===== src/rtl/sram_share_arbiter_if.sv =====
// Signal bundle between the two SRAM masters, the arbiter and the shared SRAM.
// slave = arbiter view; master = requesters plus SRAM side, driven by the environment.
interface sram_share_arbiter_if #(
    parameter int unsigned DATA_WIDTH = 8,
    parameter int unsigned ADDR_WIDTH = 16
);
    logic                  m0_req;
    logic [ADDR_WIDTH-1:0] m0_addr;
    logic                  m0_gnt;
    logic                  m0_rvalid;
    logic [DATA_WIDTH-1:0] m0_rdata;

    logic                  m1_req;
    logic                  m1_we;
    logic [ADDR_WIDTH-1:0] m1_addr;
    logic [DATA_WIDTH-1:0] m1_wdata;
    logic                  m1_gnt;
    logic                  m1_rvalid;
    logic [DATA_WIDTH-1:0] m1_rdata;

    logic                  sram_en;
    logic                  sram_we;
    logic [ADDR_WIDTH-1:0] sram_addr;
    logic [DATA_WIDTH-1:0] sram_wdata;
    logic [DATA_WIDTH-1:0] sram_rdata;

    modport slave (
        input  m0_req, m0_addr, m1_req, m1_we, m1_addr, m1_wdata, sram_rdata,
        output m0_gnt, m0_rvalid, m0_rdata, m1_gnt, m1_rvalid, m1_rdata,
               sram_en, sram_we, sram_addr, sram_wdata
    );

    modport master (
        output m0_req, m0_addr, m1_req, m1_we, m1_addr, m1_wdata, sram_rdata,
        input  m0_gnt, m0_rvalid, m0_rdata, m1_gnt, m1_rvalid, m1_rdata,
               sram_en, sram_we, sram_addr, sram_wdata
    );
endinterface


===== src/rtl/sram_share_arbiter.sv =====
// Shares one single-port SRAM between a read-only pixel fetcher (M0, priority)
// and an update engine (M1, read/write) with a starvation guard for M1.
module sram_share_arbiter #(
    parameter int unsigned MAX_WAIT = 15
) (
    input  logic                     clk,
    input  logic                     reset_n,
    sram_share_arbiter_if.slave      bus
);
    localparam logic [7:0] MAX_WAIT_C = 8'(MAX_WAIT);

    logic [7:0] wait_cnt;
    logic       force_m1;
    logic       pend_m0;
    logic       pend_m1;

    always_comb begin
        bus.m1_gnt     = bus.m1_req & (force_m1 | ~bus.m0_req);
        bus.m0_gnt     = bus.m0_req & ~(force_m1 & bus.m1_req);
        bus.sram_en    = bus.m0_gnt | bus.m1_gnt;
        bus.sram_we    = bus.m1_gnt & bus.m1_we;
        bus.sram_addr  = bus.m1_gnt ? bus.m1_addr : bus.m0_addr;
        bus.sram_wdata = bus.m1_wdata;
    end

    // Read tag captured on the grant edge; SRAM data arrives the following cycle.
    always_ff @(posedge clk or negedge reset_n) begin
        if (!reset_n) begin
            pend_m0 <= 1'b0;
            pend_m1 <= 1'b0;
        end else begin
            pend_m0 <= bus.m0_gnt;
            pend_m1 <= bus.m1_gnt & ~bus.m1_we;
        end
    end

    always_comb begin
        bus.m0_rvalid = pend_m0;
        bus.m1_rvalid = pend_m1;
        bus.m0_rdata  = pend_m0 ? bus.sram_rdata : '0;
        bus.m1_rdata  = pend_m1 ? bus.sram_rdata : '0;
    end

    // Force is raised the cycle after the counter sits at MAX_WAIT while still denied.
    always_ff @(posedge clk or negedge reset_n) begin
        if (!reset_n) begin
            wait_cnt <= '0;
            force_m1 <= 1'b0;
        end else if (!bus.m1_req || bus.m1_gnt) begin
            wait_cnt <= '0;
            force_m1 <= 1'b0;
        end else begin
            if (wait_cnt != '1) begin
                wait_cnt <= wait_cnt + 8'd1;
            end
            if (wait_cnt >= MAX_WAIT_C) begin
                force_m1 <= 1'b1;
            end
        end
    end
endmodule


===== src/flat_wrapper.sv =====
// flat-port wrapper written by rule: the top's interface ports become plain ports
module sram_share_arbiter_flat 
#(
    parameter int unsigned MAX_WAIT = 15
)
  (clk, reset_n, bus_m0_req, bus_m0_addr, bus_m1_req, bus_m1_we, bus_m1_addr, bus_m1_wdata, bus_sram_rdata, bus_m0_gnt, bus_m0_rvalid, bus_m0_rdata, bus_m1_gnt, bus_m1_rvalid, bus_m1_rdata, bus_sram_en, bus_sram_we, bus_sram_addr, bus_sram_wdata);
  sram_share_arbiter_if #(.DATA_WIDTH(8), .ADDR_WIDTH(16)) bus_i ();
  input  logic clk;
  input  logic reset_n;
  input wire logic [$bits(bus_i.m0_req)-1:0] bus_m0_req;
  input wire logic [$bits(bus_i.m0_addr)-1:0] bus_m0_addr;
  input wire logic [$bits(bus_i.m1_req)-1:0] bus_m1_req;
  input wire logic [$bits(bus_i.m1_we)-1:0] bus_m1_we;
  input wire logic [$bits(bus_i.m1_addr)-1:0] bus_m1_addr;
  input wire logic [$bits(bus_i.m1_wdata)-1:0] bus_m1_wdata;
  input wire logic [$bits(bus_i.sram_rdata)-1:0] bus_sram_rdata;
  output wire logic [$bits(bus_i.m0_gnt)-1:0] bus_m0_gnt;
  output wire logic [$bits(bus_i.m0_rvalid)-1:0] bus_m0_rvalid;
  output wire logic [$bits(bus_i.m0_rdata)-1:0] bus_m0_rdata;
  output wire logic [$bits(bus_i.m1_gnt)-1:0] bus_m1_gnt;
  output wire logic [$bits(bus_i.m1_rvalid)-1:0] bus_m1_rvalid;
  output wire logic [$bits(bus_i.m1_rdata)-1:0] bus_m1_rdata;
  output wire logic [$bits(bus_i.sram_en)-1:0] bus_sram_en;
  output wire logic [$bits(bus_i.sram_we)-1:0] bus_sram_we;
  output wire logic [$bits(bus_i.sram_addr)-1:0] bus_sram_addr;
  output wire logic [$bits(bus_i.sram_wdata)-1:0] bus_sram_wdata;
  assign bus_i.m0_req = bus_m0_req;
  assign bus_i.m0_addr = bus_m0_addr;
  assign bus_i.m1_req = bus_m1_req;
  assign bus_i.m1_we = bus_m1_we;
  assign bus_i.m1_addr = bus_m1_addr;
  assign bus_i.m1_wdata = bus_m1_wdata;
  assign bus_i.sram_rdata = bus_sram_rdata;
  assign bus_m0_gnt = bus_i.m0_gnt;
  assign bus_m0_rvalid = bus_i.m0_rvalid;
  assign bus_m0_rdata = bus_i.m0_rdata;
  assign bus_m1_gnt = bus_i.m1_gnt;
  assign bus_m1_rvalid = bus_i.m1_rvalid;
  assign bus_m1_rdata = bus_i.m1_rdata;
  assign bus_sram_en = bus_i.sram_en;
  assign bus_sram_we = bus_i.sram_we;
  assign bus_sram_addr = bus_i.sram_addr;
  assign bus_sram_wdata = bus_i.sram_wdata;
  sram_share_arbiter #(.MAX_WAIT(MAX_WAIT)) u_core (.clk(clk), .reset_n(reset_n), .bus(bus_i));
endmodule

===== config.mk =====
export PLATFORM = sky130hd
export DESIGN_NAME = sram_share_arbiter_flat
export DESIGN_NICKNAME = d
export VERILOG_FILES = /design/src/rtl/sram_share_arbiter_if.sv /design/src/rtl/sram_share_arbiter.sv /design/src/flat_wrapper.sv
export SDC_FILE = /design/constraint.sdc
export NUM_CORES = 1
export LEC_CHECK = 0
export CAP_MARGIN = 15
export CELL_PAD_IN_SITES_DETAIL_PLACEMENT = 1
export CELL_PAD_IN_SITES_GLOBAL_PLACEMENT = 1
export CORE_AREA = 3 3 80 82
export CTS_CLUSTER_DIAMETER = 150
export DETAILED_ROUTE_END_ITERATION = 6
export DIE_AREA = 0 0 83 85
export HOLD_SLACK_MARGIN = 0.02
export PLACE_DENSITY_LB_ADDON = 0.1
export SETUP_SLACK_MARGIN = 0.1
export SYNTH_ARGS = -nofsm -noshare
export SYNTH_HDL_FRONTEND = slang
export SYNTH_SLANG_ARGS = --single-unit

===== constraint.sdc =====
create_clock -name clk -period 1.4 [get_ports clk]
set_input_delay 0.35 -clock clk [delete_from_list [all_inputs] [get_ports clk]]
set_output_delay 0.35 -clock clk [all_outputs]
set_load 0.01 [all_outputs]

After elaboration in Yosys (flattened, before gate mapping)
Index checks and enable logic that the tools add are counted.
Word-level totals
  memory bits (writable): 0
  input port bits: 53
  memories: 0
  bits in registers: 11
  ROM bits: 0
  output and inout bits: 46
  word-level logic and storage cells: 28
  bits in latches: 0
Cells by class
  reduce and logical (&&, ||, !) cells: 4
  equality and inequality tests: 1
  add/sub/neg operators: 1
  multiply operators: 0
  divide/modulo/power cells: 0
  shift operators: 0
  order comparisons: 1
  mux-type cells: 7
  bitwise logic cells: 10
Operators by type and width (number)
  8-bit two-way mux: 4
  16-bit two-way mux: 1
  8-bit by 1-bit adder with 8-bit output (second input constant): 1
  8-bit by 4-bit greater-or-equal comparator with 1-bit output (second input constant): 1
  8-bit != test (second input constant): 1
  1-bit bitwise AND: 5
  2-bit nonzero test: 2
  1-bit NOT: 3
  1-bit two-way mux: 2
  1-bit OR: 2
  1-bit logical NOT: 1
  1-bit logical OR: 1

Depth between registers and ports, before layout
  depth in word-level cells: 5
  gate-level depth with buffers: 5
  depth with buffers taken out: 4

Worst setup path after synthesis
Ideal clock, no wire load.
  path kind: reg2out
  from: register u_core.force_m1
  to: output bus_sram_addr[10]
  required time: 1.050 ns
  arrival time: 1.097 ns
  cell stages (with the launch flop): 5
  buffers on the path: 1
  setup slack: -0.047 ns
  cells stage by stage: dfrtp_1 -> nand2b_4 -> nand2_4 -> buf_8 -> mux2_4
Between the ends
  longest elaborated chain between the ends: 3
RTL lines
  start, declared: RTL line sram_share_arbiter.sv:13  | logic force_m1;
  start signal, assigned: RTL line sram_share_arbiter.sv:48  | force_m1 <= 1'b0;
  start signal, assigned: RTL line sram_share_arbiter.sv:51  | force_m1 <= 1'b0;
  start signal, assigned: RTL line sram_share_arbiter.sv:57  | force_m1 <= 1'b1;
  1-bit OR: RTL line sram_share_arbiter.sv:18  | bus.m1_gnt = bus.m1_req & (force_m1 | ~bus.m0_req);
  1-bit bitwise AND: RTL line sram_share_arbiter.sv:18
  16-bit two-way mux: RTL line sram_share_arbiter.sv:22  | bus.sram_addr = bus.m1_gnt ? bus.m1_addr : bus.m0_addr;
  end, declared: RTL line flat_wrapper.sv:25  | output wire logic [$bits(bus_i.sram_addr)-1:0] bus_sram_addr;
Every way passes these cells.

Worst setup path in the final report
Ends and elaborated chain as after synthesis.

==> key figures <==
Clock tree
  – Root Buffer Master: clkbuf_8
  – Post-cts hold buffer count: 0
  – Htree depth: 1
  – CTS tree: yes
  – Clk pin slew, worst setup/hold paths: 0.05 ns
  – Clk_lat worst skew: 0.24 ns
  – Clock buffer count from CTS: 3
  – # clock sinks: 11
  – Clock tree buffer depth: 2

STA
  – Endpoints failing setup: 22
  – Final Cycle Share: 126.9%
  – Clock Skew: 0.003147 ns
  – Worst slew pin tran: 0.3383 ns
  – Peak Freq: 562.7 MHz
  – Hold slack: 0.4072 ns
  – Minimum clock period: 1.777 ns
  – RSZ-0062 raised after global routing: true
  – Worst rel slew slack: 77.34%
  – Setup ws final: -0.3772 ns
  – Max-slew violation count: 0
  – Final Hold Vio Count: 0

Critical path
  – Crit. End Element: output pin
  – Worst Path Required: 1.05 ns
  – R2r setup slk: 0.05 ns
  – Worst EP arrival: 1.43 ns
  – Worst R2R Start: u_core.force_m1
  – Startpoint types: flop
  – Kind of critical path: reg -> out
  – Critical Path Fanout Max: 5
  – R2R cell count: 6
  – RR Endpoint: u_core.wait_cnt[7]

Global routing
  – Grt total ovfl: 0
  – Pin count of the biggest net entering global routing: 12
  – First-pass GRT wire length: 6396 um
  – Vias in the first global route: 1224
  – Global Route Usage Sum: 11.17%
  – Initial antenna violation count: 0

Cells and area
  – Layout cells sized above 1: 57.29%
  – Layout area overhead: 128.5%
  – # diodes: 0
  – Nets: 247
  – Post-layout instance area: 2210 um^2

Pwr
  – Leak: 1.013 nW
  – Comb power frac: 43.5%
  – Clock power frac: 27.8%
  – Internal: 0.8579 mW
  – VDD IR-drop max: 372.1 uV
  – Sw Pwr: 0.3015 mW
  – Switch share: 26.01%
  – Reg power frac: 28.7%
  – Power Dens Cells: 524.7 nW/um^2

Floorplan
  – Total die area: 7055 um^2
  – Die Y: 85 um
  – Ports: 99
  – CORE AREA: 5816 um^2
  – Num rows: 28
  – Starting Density: 16.63%
  – Width of the die: 83 um

Synth
  – Avg Cell Area, Syn: 10.07 um^2
  – Syn_nets: 150
  – Synth warn: 0
  – Cell taking the most area after synthesis: dfrtp_1
  – Sequential area share after synthesis: 28.46%
  – Yosys reg bits: 11
  – Post-Syn Instances: 96
  – Commonest cells in the synthesized netlist: and2_1 (16), dfrtp_1 (11), buf_4 (8), mux2_2 (8), mux2_4 (8)
  – Synthesized area: 967.2 um^2
  – Top cells by area in the synthesized netlist: dfrtp_1 (28%), mux2_4 (12%), and2_1 (10%), mux2_2 (9.3%), buf_4 (6.2%)
  – FFs w/ async S/R, synth: 100.0%
  – Most used DFF post-synth: dfrtp_1
  – Synth cell types: 35
  – Top cell type's share of synthesized area: 28.46%
  – Most common cell in the synthesized netlist: and2_1
  – Number of synthesized flops with an enable pin: 0

Route
  – Via/cell ratio: 4.127
  – Antenna viol nets, final: 0
  – TritonRoute pass-1 iters: 4
  – Routed WL: 4120 um
  – Routed wire length per instance: 15.43 um
  – DRC errors left: 0
  – Vias post-DR: 1102
  – Initial DRC Count: 13

Place
  – Hpwl dp: 3230 um
  – PortBufs: 82
  – Routability cong.: 0.7026
  – Post-DP Area: 1867 um^2

Run status
  – Status: finished with violations
  – Violated checks: setup timing

Min path
  – Min-delay worst type: in -> async

Run
  – Max-capacitance violation count: 0
## sequential cells by signal, summed over array words and instances, names as in the netlist
register              cells
u_core.bus.m1_rvalid      1
u_core.bus.m0_rvalid      1
u_core.force_m1           1
u_core.wait_cnt           8
## final cells by class
cell class,count,area [um^2]
Clock buffer,4,45.04
Fill cell,658,3606
Inverter,1,3.754
Multi-Input combinational cell,77,772.0
Sequential cell,11,277.8
Tap cell,75,93.84
Timing Repair Buffer,99,1017
## power by group through the flow
stage	clock network (mW)	logic [mW]	registers, mW
after floorplan	0	0.158	0.336
after global placement	0	0.415	0.336
after detailed placement	0	0.421	0.336
after CTS	0.340	0.465	0.330
after global routing	0.361	0.535	0.333
final	0.322	0.505	0.332
## layer usage
metal  track usage (%)  up-vias  wire length, um
met5                 0        -                0
met4             2.823        0               66
met3             3.107        8              169
met2             21.50       39             2333
met1             11.97      515             1550
li1                  -      540                -
## timing repair
item,4_1_cts,5_1_grt
pin swaps,15,9
setup buffers,9,2
cloned,3,0
endpoints found under the setup margin,47,43
gates resized for setup,208,56
## worst max-delay path: stages, from the launching register on
cell and delay, ns:
dfrtp_1 0.39, nand2b_4 0.24, nand2_8 0.13, mux2_4 0.31
buf_6 0.12
## cells in the final DEF (no fill, tap or decap), types with 2 or more instances in the layout
cell type,n
buf_6,44
clkdlybuf4s50_1,34
mux2_4,16
and2_4,14
dfrtp_1,9
dlygate4sd2_1,8
buf_4,6
nand2_1,5
nand3_1,4
nand2_8,3
and3_1,3
a21oi_2,3
a31oi_1,3
clkbuf_8,3
buf_2,3
and2_1,2
a211oi_2,2
dfrtp_2,2
## how the worst max path moves through the flow
stage          slack, ns           endpoint       startpoint  depth (start not counted)
4_1_cts            -0.41   bus_sram_addr[6]  u_core.force_m1                          4
6_report           -0.38  bus_sram_addr[10]  u_core.force_m1                          4
3_5_place_dp       -0.93   bus_sram_addr[1]       bus_m0_req                          5
5_1_grt            -0.43   bus_sram_addr[1]  u_core.force_m1                          4
3_3_place_gp       -0.90   bus_sram_addr[4]       bus_m0_req                          5
2_1_floorplan      -0.02  bus_sram_addr[10]  u_core.force_m1                          4
## stage by stage
step	TNS, ns	worst slack (ns)	utilization [%]	total power, mW	std cells
floorplan	-0.1947	-0.02434	-	0.4939	96
global placement	-25.80	-0.9040	32.10	0.7509	251
detailed placement	-26.55	-0.9300	32.10	0.7571	251
CTS	-7.497	-0.4075	34.94	1.135	267
global route	-7.940	-0.4268	37.99	1.229	267
finish	-6.627	-0.3772	37.99	1.159	267
## kinds of logic (layout without fill, tap and decap cells)
logic type                 Yosys count  count (layout)  share of synthesized area, %
muxes                               17              17                         22.77
adders and majority gates            1               1                         1.293
DFF                                 11              11                         28.46
and+or+nand+nor                     40              43                         26.78
buffers and inverters               11             104                         9.314
AOI/OAI and AO/OA                   16              16                         11.39
Power figures use the tool's default switching activity.
